`config.mk`:
```
export PLATFORM = sky130hd
export DESIGN_NAME = dff_shift_bank_flat
export DESIGN_NICKNAME = d
export VERILOG_FILES = /design/src/rtl/dff_shift_bank_pkg.sv /design/src/rtl/dff_shift_bank_if.sv /design/src/rtl/dff_shift_bank_stage.sv /design/src/rtl/dff_shift_bank.sv /design/src/flat_wrapper.sv
export SDC_FILE = /design/constraint.sdc
export NUM_CORES = 1
export LEC_CHECK = 0
export CAP_MARGIN = 20
export CELL_PAD_IN_SITES_DETAIL_PLACEMENT = 1
export CELL_PAD_IN_SITES_GLOBAL_PLACEMENT = 2
export CORE_MARGIN = 1
export CORE_UTILIZATION = 24
export DETAILED_ROUTE_END_ITERATION = 6
export PLACE_DENSITY_LB_ADDON = 0.25
export SYNTH_ARGS = -nofsm -noshare
export SYNTH_HDL_FRONTEND = slang
export SYNTH_SLANG_ARGS = --single-unit
```
`constraint.sdc`:
```
create_clock -name clk -period 2.15 [get_ports clk]
set_input_delay 0.43 -clock clk [delete_from_list [all_inputs] [get_ports clk]]
set_output_delay 0.43 -clock clk [all_outputs]
set_load 0.05 [all_outputs]
```
`src/rtl/dff_shift_bank_pkg.sv`:
```
// Shared types for the shift bank: the operating mode encoding.
package dff_pkg;

  localparam int MODE_W = 2;

  typedef enum logic [MODE_W-1:0] {
    HOLD  = 2'd0,
    SHIFT = 2'd1,
    LOAD  = 2'd2,
    CLEAR = 2'd3
  } mode_t;

endpackage

```
`src/rtl/dff_shift_bank_if.sv`:
```
// Control/data bundle of the shift bank. The master drives mode and data. The slave returns the tail stage and the occupancy flags.
interface dff_shift_bank_if #(
  parameter int WIDTH = 8,
  parameter int DEPTH = 4
);
  import dff_pkg::*;

  localparam int CW = $clog2(DEPTH + 1);

  mode_t                    mode;
  logic [WIDTH-1:0]         d;
  logic                     d_valid;
  logic [DEPTH*WIDTH-1:0]   load_data;
  logic [WIDTH-1:0]         q;
  logic [WIDTH-1:0]         qb;
  logic                     q_valid;
  logic [CW-1:0]            fill_count;
  logic                     full;
  logic                     empty;

  modport master (
    output mode, d, d_valid, load_data,
    input  q, qb, q_valid, fill_count, full, empty
  );

  modport slave (
    input  mode, d, d_valid, load_data,
    output q, qb, q_valid, fill_count, full, empty
  );

endinterface

```
`src/rtl/dff_shift_bank_stage.sv`:
```
// One stage of the bank. It holds a data word and its valid tag.
// Reset and CLEAR restore RESET_VAL. LOAD presets the stage. SHIFT takes the upstream word.
module dff_stage
  import dff_pkg::*;
#(
  parameter int               WIDTH     = 8,
  parameter logic [WIDTH-1:0] RESET_VAL = '0
) (
  input  logic             clk,
  input  logic             reset,
  input  mode_t            i_mode,
  input  logic [WIDTH-1:0] i_d,
  input  logic             i_d_valid,
  input  logic [WIDTH-1:0] i_load,
  output logic [WIDTH-1:0] o_data,
  output logic             o_vld
);

  logic [WIDTH-1:0] r_data;
  logic             r_vld;

  // Reset has priority over the mode. HOLD and any unknown mode leave the stage untouched.
  always_ff @(posedge clk) begin
    if (reset) begin
      r_data <= RESET_VAL;
      r_vld  <= 1'b0;
    end else begin
      case (i_mode)
        SHIFT: begin
          r_data <= i_d;
          r_vld  <= i_d_valid;
        end
        LOAD: begin
          r_data <= i_load;
          r_vld  <= 1'b1;
        end
        CLEAR: begin
          r_data <= RESET_VAL;
          r_vld  <= 1'b0;
        end
        default: ;
      endcase
    end
  end

  assign o_data = r_data;
  assign o_vld  = r_vld;

endmodule

```
`src/rtl/dff_shift_bank.sv`:
```
// WIDTH x DEPTH register bank with per-stage valid tags. It drives true and complementary outputs from the last stage.
// It also keeps a registered count of valid stages.
module dff_shift_bank
  import dff_pkg::*;
#(
  parameter int               WIDTH     = 8,
  parameter int               DEPTH     = 4,
  parameter logic [WIDTH-1:0] RESET_VAL = '0
) (
  input  logic             clk,
  input  logic             reset,
  dff_shift_bank_if.slave  bus
);

  localparam int CW = $clog2(DEPTH + 1);

  logic [DEPTH-1:0][WIDTH-1:0] w_data;
  logic [DEPTH-1:0][WIDTH-1:0] w_din;
  logic [DEPTH-1:0]            w_vld;
  logic [DEPTH-1:0]            w_vin;
  logic [DEPTH-1:0]            w_vld_nxt;
  logic [CW-1:0]               w_fill_nxt;
  logic [CW-1:0]               r_fill_count;

  // Stage 0 takes the serial input. Every later stage takes its predecessor.
  for (genvar i = 0; i < DEPTH; i++) begin : g_stage
    if (i == 0) begin : g_head
      assign w_din[i] = bus.d;
      assign w_vin[i] = bus.d_valid;
    end else begin : g_link
      assign w_din[i] = w_data[i-1];
      assign w_vin[i] = w_vld[i-1];
    end

    dff_stage #(
      .WIDTH     (WIDTH),
      .RESET_VAL (RESET_VAL)
    ) u_stage (
      .clk       (clk),
      .reset     (reset),
      .i_mode    (bus.mode),
      .i_d       (w_din[i]),
      .i_d_valid (w_vin[i]),
      .i_load    (bus.load_data[i*WIDTH +: WIDTH]),
      .o_data    (w_data[i]),
      .o_vld     (w_vld[i])
    );
  end

  // Predict the valid vector the stages will hold after this edge.
  // The count is registered from this prediction, so it never lags the stages.
  always_comb begin
    w_vld_nxt = w_vld;
    case (bus.mode)
      SHIFT:   w_vld_nxt = w_vin;
      LOAD:    w_vld_nxt = '1;
      CLEAR:   w_vld_nxt = '0;
      default: w_vld_nxt = w_vld;
    endcase
    w_fill_nxt = '0;
    for (int i = 0; i < DEPTH; i++)
      w_fill_nxt = w_fill_nxt + CW'(w_vld_nxt[i]);
  end

  // Occupancy register, reset alongside the stages.
  always_ff @(posedge clk) begin
    if (reset) r_fill_count <= '0;
    else       r_fill_count <= w_fill_nxt;
  end

  assign bus.q          = w_data[DEPTH-1];
  assign bus.qb         = ~w_data[DEPTH-1];
  assign bus.q_valid    = w_vld[DEPTH-1];
  assign bus.fill_count = r_fill_count;
  assign bus.full       = (r_fill_count == CW'(DEPTH));
  assign bus.empty      = (r_fill_count == '0);

  a_q_qb: assert property (@(posedge clk) bus.qb == ~bus.q);

  a_fill_pop: assert property (@(posedge clk) disable iff (reset)
    r_fill_count == CW'($countones(w_vld)));

  a_mode_known: assert property (@(posedge clk) disable iff (reset)
    !$isunknown(bus.mode));

endmodule

```
`src/flat_wrapper.sv`:
```
// flat-port wrapper written by rule: the top's interface ports become plain ports
module dff_shift_bank_flat import dff_pkg::*;
#(
  parameter int               WIDTH     = 8,
  parameter int               DEPTH     = 4,
  parameter logic [WIDTH-1:0] RESET_VAL = '0
)
  (clk, reset, bus_mode, bus_d, bus_d_valid, bus_load_data, bus_q, bus_qb, bus_q_valid, bus_fill_count, bus_full, bus_empty);
  dff_shift_bank_if #(.WIDTH(WIDTH), .DEPTH(DEPTH)) bus_i ();
  input  logic clk;
  input  logic reset;
  input wire logic [$bits(bus_i.mode)-1:0] bus_mode;
  input wire logic [$bits(bus_i.d)-1:0] bus_d;
  input wire logic [$bits(bus_i.d_valid)-1:0] bus_d_valid;
  input wire logic [$bits(bus_i.load_data)-1:0] bus_load_data;
  output wire logic [$bits(bus_i.q)-1:0] bus_q;
  output wire logic [$bits(bus_i.qb)-1:0] bus_qb;
  output wire logic [$bits(bus_i.q_valid)-1:0] bus_q_valid;
  output wire logic [$bits(bus_i.fill_count)-1:0] bus_fill_count;
  output wire logic [$bits(bus_i.full)-1:0] bus_full;
  output wire logic [$bits(bus_i.empty)-1:0] bus_empty;
  assign bus_i.mode = bus_mode;
  assign bus_i.d = bus_d;
  assign bus_i.d_valid = bus_d_valid;
  assign bus_i.load_data = bus_load_data;
  assign bus_q = bus_i.q;
  assign bus_qb = bus_i.qb;
  assign bus_q_valid = bus_i.q_valid;
  assign bus_fill_count = bus_i.fill_count;
  assign bus_full = bus_i.full;
  assign bus_empty = bus_i.empty;
  dff_shift_bank #(.WIDTH(WIDTH), .DEPTH(DEPTH), .RESET_VAL(RESET_VAL)) u_core (.clk(clk), .reset(reset), .bus(bus_i));
endmodule
```
After elaboration in Yosys (flattened, before gate mapping) --
Index checks and enable logic that the tools add are counted.
Word-level totals: register bits 39, logic and storage cells 28
Operators by class: add/sub/neg operators 3, equal/unequal tests 4, mux-type cells 9, bitwise operators 1, reductions and logical operators 2
Operators with widths (count):
- $pmux W8 S3 | 4
- $pmux W1 S3 | 4
- $pmux W4 S3 | 1
- $not A8 Y8 | 1
- $add A3 B1 Y3 | 2
- $eq A2 B2 Y1 const B | 2
- $eq A3 B3 Y1 const B | 1
- $logic_not A3 Y1 | 1
- $reduce_bool A3 Y1 | 1
- $add A1 B1 Y2 | 1
- $eq A2 B1 Y1 const B | 1

Depth between registers and ports, before layout --
word-level depth 5, gate-level depth with buffers 8

By module --
Synthesis repeated with hierarchy kept, for this count alone.
Second synthesis, totals: cells, all modules 226, area total of the unflattened synthesis 2534.9 sq um
By module, submodules not included:
- dff_stage | instances 4, cells each 49, area each 574.3 sq um
- dff_shift_bank | instances 1, cells each 30, area each 237.7 sq um

Worst setup path before layout --
Ideal clock, no wire load.
path type register to output, start point reg u_core.r_fill_count[2] (netlist: u_core.bus.fill_count[2]), end point out bus_full, arrival 1851 ps, data required time 1720 ps, setup slack -131 ps, stages on the path, launching flop included 2, path buffers 0, cell sequence dfxtp_1 -> nor3b_1
Between the ends: cells in the longest elaborated chain, start to end 1
RTL lines:
- start: declaration | line dff_shift_bank.sv:23 | logic [CW-1:0] r_fill_count;
- start signal: assignment | line dff_shift_bank.sv:68 | else r_fill_count <= w_fill_nxt;
- $eq A3 B3 Y1 | line dff_shift_bank.sv:75 | assign bus.full = (r_fill_count == CW'(DEPTH));
- end: declaration | line flat_wrapper.sv:20 | output wire logic [$bits(bus_i.full)-1:0] bus_full;
Every way passes these cells.

Worst setup path in the final report --
Ends and elaborated chain as after synthesis.

==> metrics <==
flop2flop setup slack=0.25 ns; Final Setup Violations=0; Worst Path Buf+Inv=1; initial antenna violation count=0; worst setup margin=0.0998 ns; CP startpoint=u_core.bus.fill_count[2]; P&R area growth vs syn=44.1%; Compound-Gate Fraction of Synth Area=20.0%; Mapped Cells=194; Top Metal Used=met4; area of the multi-input gates=871 sq um; Max-cap violations=0; status=complete, no violations; CP Launch Type=register; P per Cell Area=618 nW/um^2; Top-Level Pins=67; CP Depth=2; # rows=32; Synth Area in Adders=2.37%; Setup crit end kind=output pin; Worst EP arrival=1.62 ns; Place WS=-0.467 ns; Final Core Density=35.7%; Async S/R FF share, synth=0%; non-filler cells, final=365; XOR/XNOR Fraction of Synth Area=0%; period utilisation layout=95.4%; unique cell type count in the Yosys netlist=20; largest net degree at the start of global routing=48; vias=1588; Hold Buf Count CTS=0; Avg Cell Area, Syn=9.80 sq um; final WL=4830 um; metal1 wirelength=2280 um; crit path max fanout=3; synth warn=0; most common cell after layout, fill and taps aside=clkdlybuf4s50_1; WL met2=2220 um; GR Overflow Total=0; # fillers=911; worst reg2reg path depth=7; Initial DRT Pass Iterations=4; DP HPWL=3380 um; syn nets=242; RSZ-0062 raised after global routing=no; CP Cell Sequence=nor3b_2 -> clkdlybuf4s50_1; most frequent cells in the layout=clkdlybuf4s50_1 (62), dfxtp_1 (39), inv_1 (36); core area=7690 sq um; DRT iter0 DRCs=67; slowest CP cell=clkdlybuf4s50_1; worst setup path class=register to output pin; Total GRT Usage=12.3%; Worst setup endpoint=bus_full; Tot Pwr=1.69 mW; Peak Freq=0.488 GHz; RePlAce Congestion=0.694; Crit path max-delay family=buffers and inverters; register area share after synthesis=41.1%; Crit path largest cell delay=0.82 ns; Avg WL per Cell=13.2 um; Critical Path RT=1.72 ns; Final Hold Fails=0; Storage cell area=781 sq um; vias in the first global route=1678; RR Endpoint=u_core.bus.fill_count[1]; DRT antenna net count=0; Period minus WS final=2.05 ns; clock transition at the registers of the reported paths=0.08 ns; drt drc=0; Tightest Pin Transition=0.618 ns; Initial Utilization=24.7%; Die H=91.0 um; met3 wire len=271 um; reg2reg start=u_core.g_stage[1].u_stage.o_vld; post-DR vias/cell=4.35; Yosys top cell by area=dfxtp_1; top cells by area, synth=dfxtp_1 (41%), mux2i_1 (13%), o32ai_1 (12%), inv_1 (7.1%), buf_6 (4.1%); clk_skew=0.00719 ns; total die area=8280 sq um; number of synthesized flops with an enable pin=0; DIE WIDTH=91.0 um; root buf cell=clkbuf_8; Top FF cell, synth=dfxtp_1; Net Sw Frac=29.8%; synthesized flop and latch total=39; sequential share of power=46.6%; slew margin rel.=58.8%; Switch Pwr=0.504 mW; Final #Nets=310; CTS Buffer Depth=2; worst vdd ir=236 uV; Post-Synth Simple-Gate Area=9.67%; global-route wire length before repair=8180 um; antenna cells=0; fraction of synthesized area in multiplexers=13.2%; Worst Hold Class=register to register; CTS Buf Count=5; layout cells sized above 1=10.6%; clock sink total=39; largest family of logic cells by synthesized area=compound AO/OA/AOI/OAI gates; H-tree depth=2; Final Slew Violations=0; Clock Power Share=29.0%; IO Port Bufs=66; clk_lat worst skew=0.29 ns; dpl cells=357; post-synth top area share=41.1%; LEAKAGE=1.06 nW; Comb power frac=24.4%; TritonCTS clock tree=yes; cell-internal power=1.19 mW; setup TNS=0 ns; cell area after synthesis=1900 sq um
==> per-stage QoR <==
| step | hold slack, ns | instance area, sq um |
|---|---|---|
| global placement | 0.460 | 2650 |
| finish | 0.473 | 2740 |
| global route | 0.498 | 2740 |
| detailed placement | 0.465 | 2650 |
| floorplan | 0.447 | 1910 |
| CTS | 0.480 | 2740 |
==> state kept, by name, indices dropped and copies added, names as in the netlist <==
register                       flops
u_core.bus.fill_count              3
u_core.g_stage.u_stage.o_data     32
u_core.g_stage.u_stage.o_vld       4
==> worst min-delay path by stage <==
| stage | slack [ns] | startpoint | end | depth (start not counted) |
|---|---|---|---|---|
| finish | 0.47 | u_core.g_stage[2].u_stage.o_data[7] | u_core.g_stage[3].u_stage.o_data[7] | 2 |
| global route | 0.50 | u_core.g_stage[2].u_stage.o_data[7] | u_core.g_stage[3].u_stage.o_data[7] | 2 |
| CTS | 0.48 | u_core.g_stage[2].u_stage.o_data[7] | u_core.g_stage[3].u_stage.o_data[7] | 2 |
| detailed placement | 0.47 | u_core.g_stage[0].u_stage.o_data[2] | u_core.g_stage[1].u_stage.o_data[2] | 2 |
| global placement | 0.46 | u_core.g_stage[0].u_stage.o_data[1] | u_core.g_stage[1].u_stage.o_data[1] | 2 |
| floorplan | 0.45 | u_core.g_stage[0].u_stage.o_data[4] | u_core.g_stage[1].u_stage.o_data[4] | 2 |
==> power by group through the flow <==
stage / logic (mW) / registers (mW) / clock network, mW
CTS: 0.421 / 0.790 / 0.517
finish: 0.414 / 0.789 / 0.491
global placement: 0.415 / 0.805 / 0
global route: 0.449 / 0.795 / 0.547
detailed placement: 0.418 / 0.807 / 0
floorplan: 0.207 / 0.850 / 0
==> cells by family after synthesis <==
kind of cell | count (synthesis)
buffers and inverters | 53
AO/OA/AOI/OAI | 43
flip-flops | 39
AND/OR/NAND/NOR | 31
multiplexers | 25
adder cells (fa/ha/maj) | 3
==> synth_stat cells, types with 2 or more instances <==
master and number:
a2bb2oi_1 3, inv_1 36, nand2b_1 9, clkbuf_1 2
and2b_1 5, dfxtp_1 39, o32ai_1 25, ha_1 2
a211oi_2 5, buf_6 7, nor3_1 2, mux2i_1 25
nor2_1 6, buf_2 8, a211oi_1 9, nor2b_1 7
==> timing repair <==
item	4_1_cts	5_1_grt
gates cloned	0	0
pin swaps	0	0
setup buffers	0	0
gates resized for setup	2	1
endpoints found under the setup margin	2	1
==> layer usage <==
metal,GRT usage [%],vias up
met4,4.37,0
met1,15.0,730
li1,-,810
met3,3.77,5
met2,20.3,43
met5,0,-
==> area by class of cell <==
type                    count  share of cell area (%)
flip-flops and latches     39                    28.5
well taps                 102                    4.66
repair buffers             78                    27.1
inverters                  36                    4.93
multi-input cells         102                    31.8
clock inverters             2                   0.456
clock buffers               6                    2.65
==> tightest hold or removal path, cell delays in order, from the launching register on <==
cell and delay (ns):
dfxtp_1 0.31, inv_1 0.05, o32ai_1 0.07
Power figures use the tool's default switching activity.
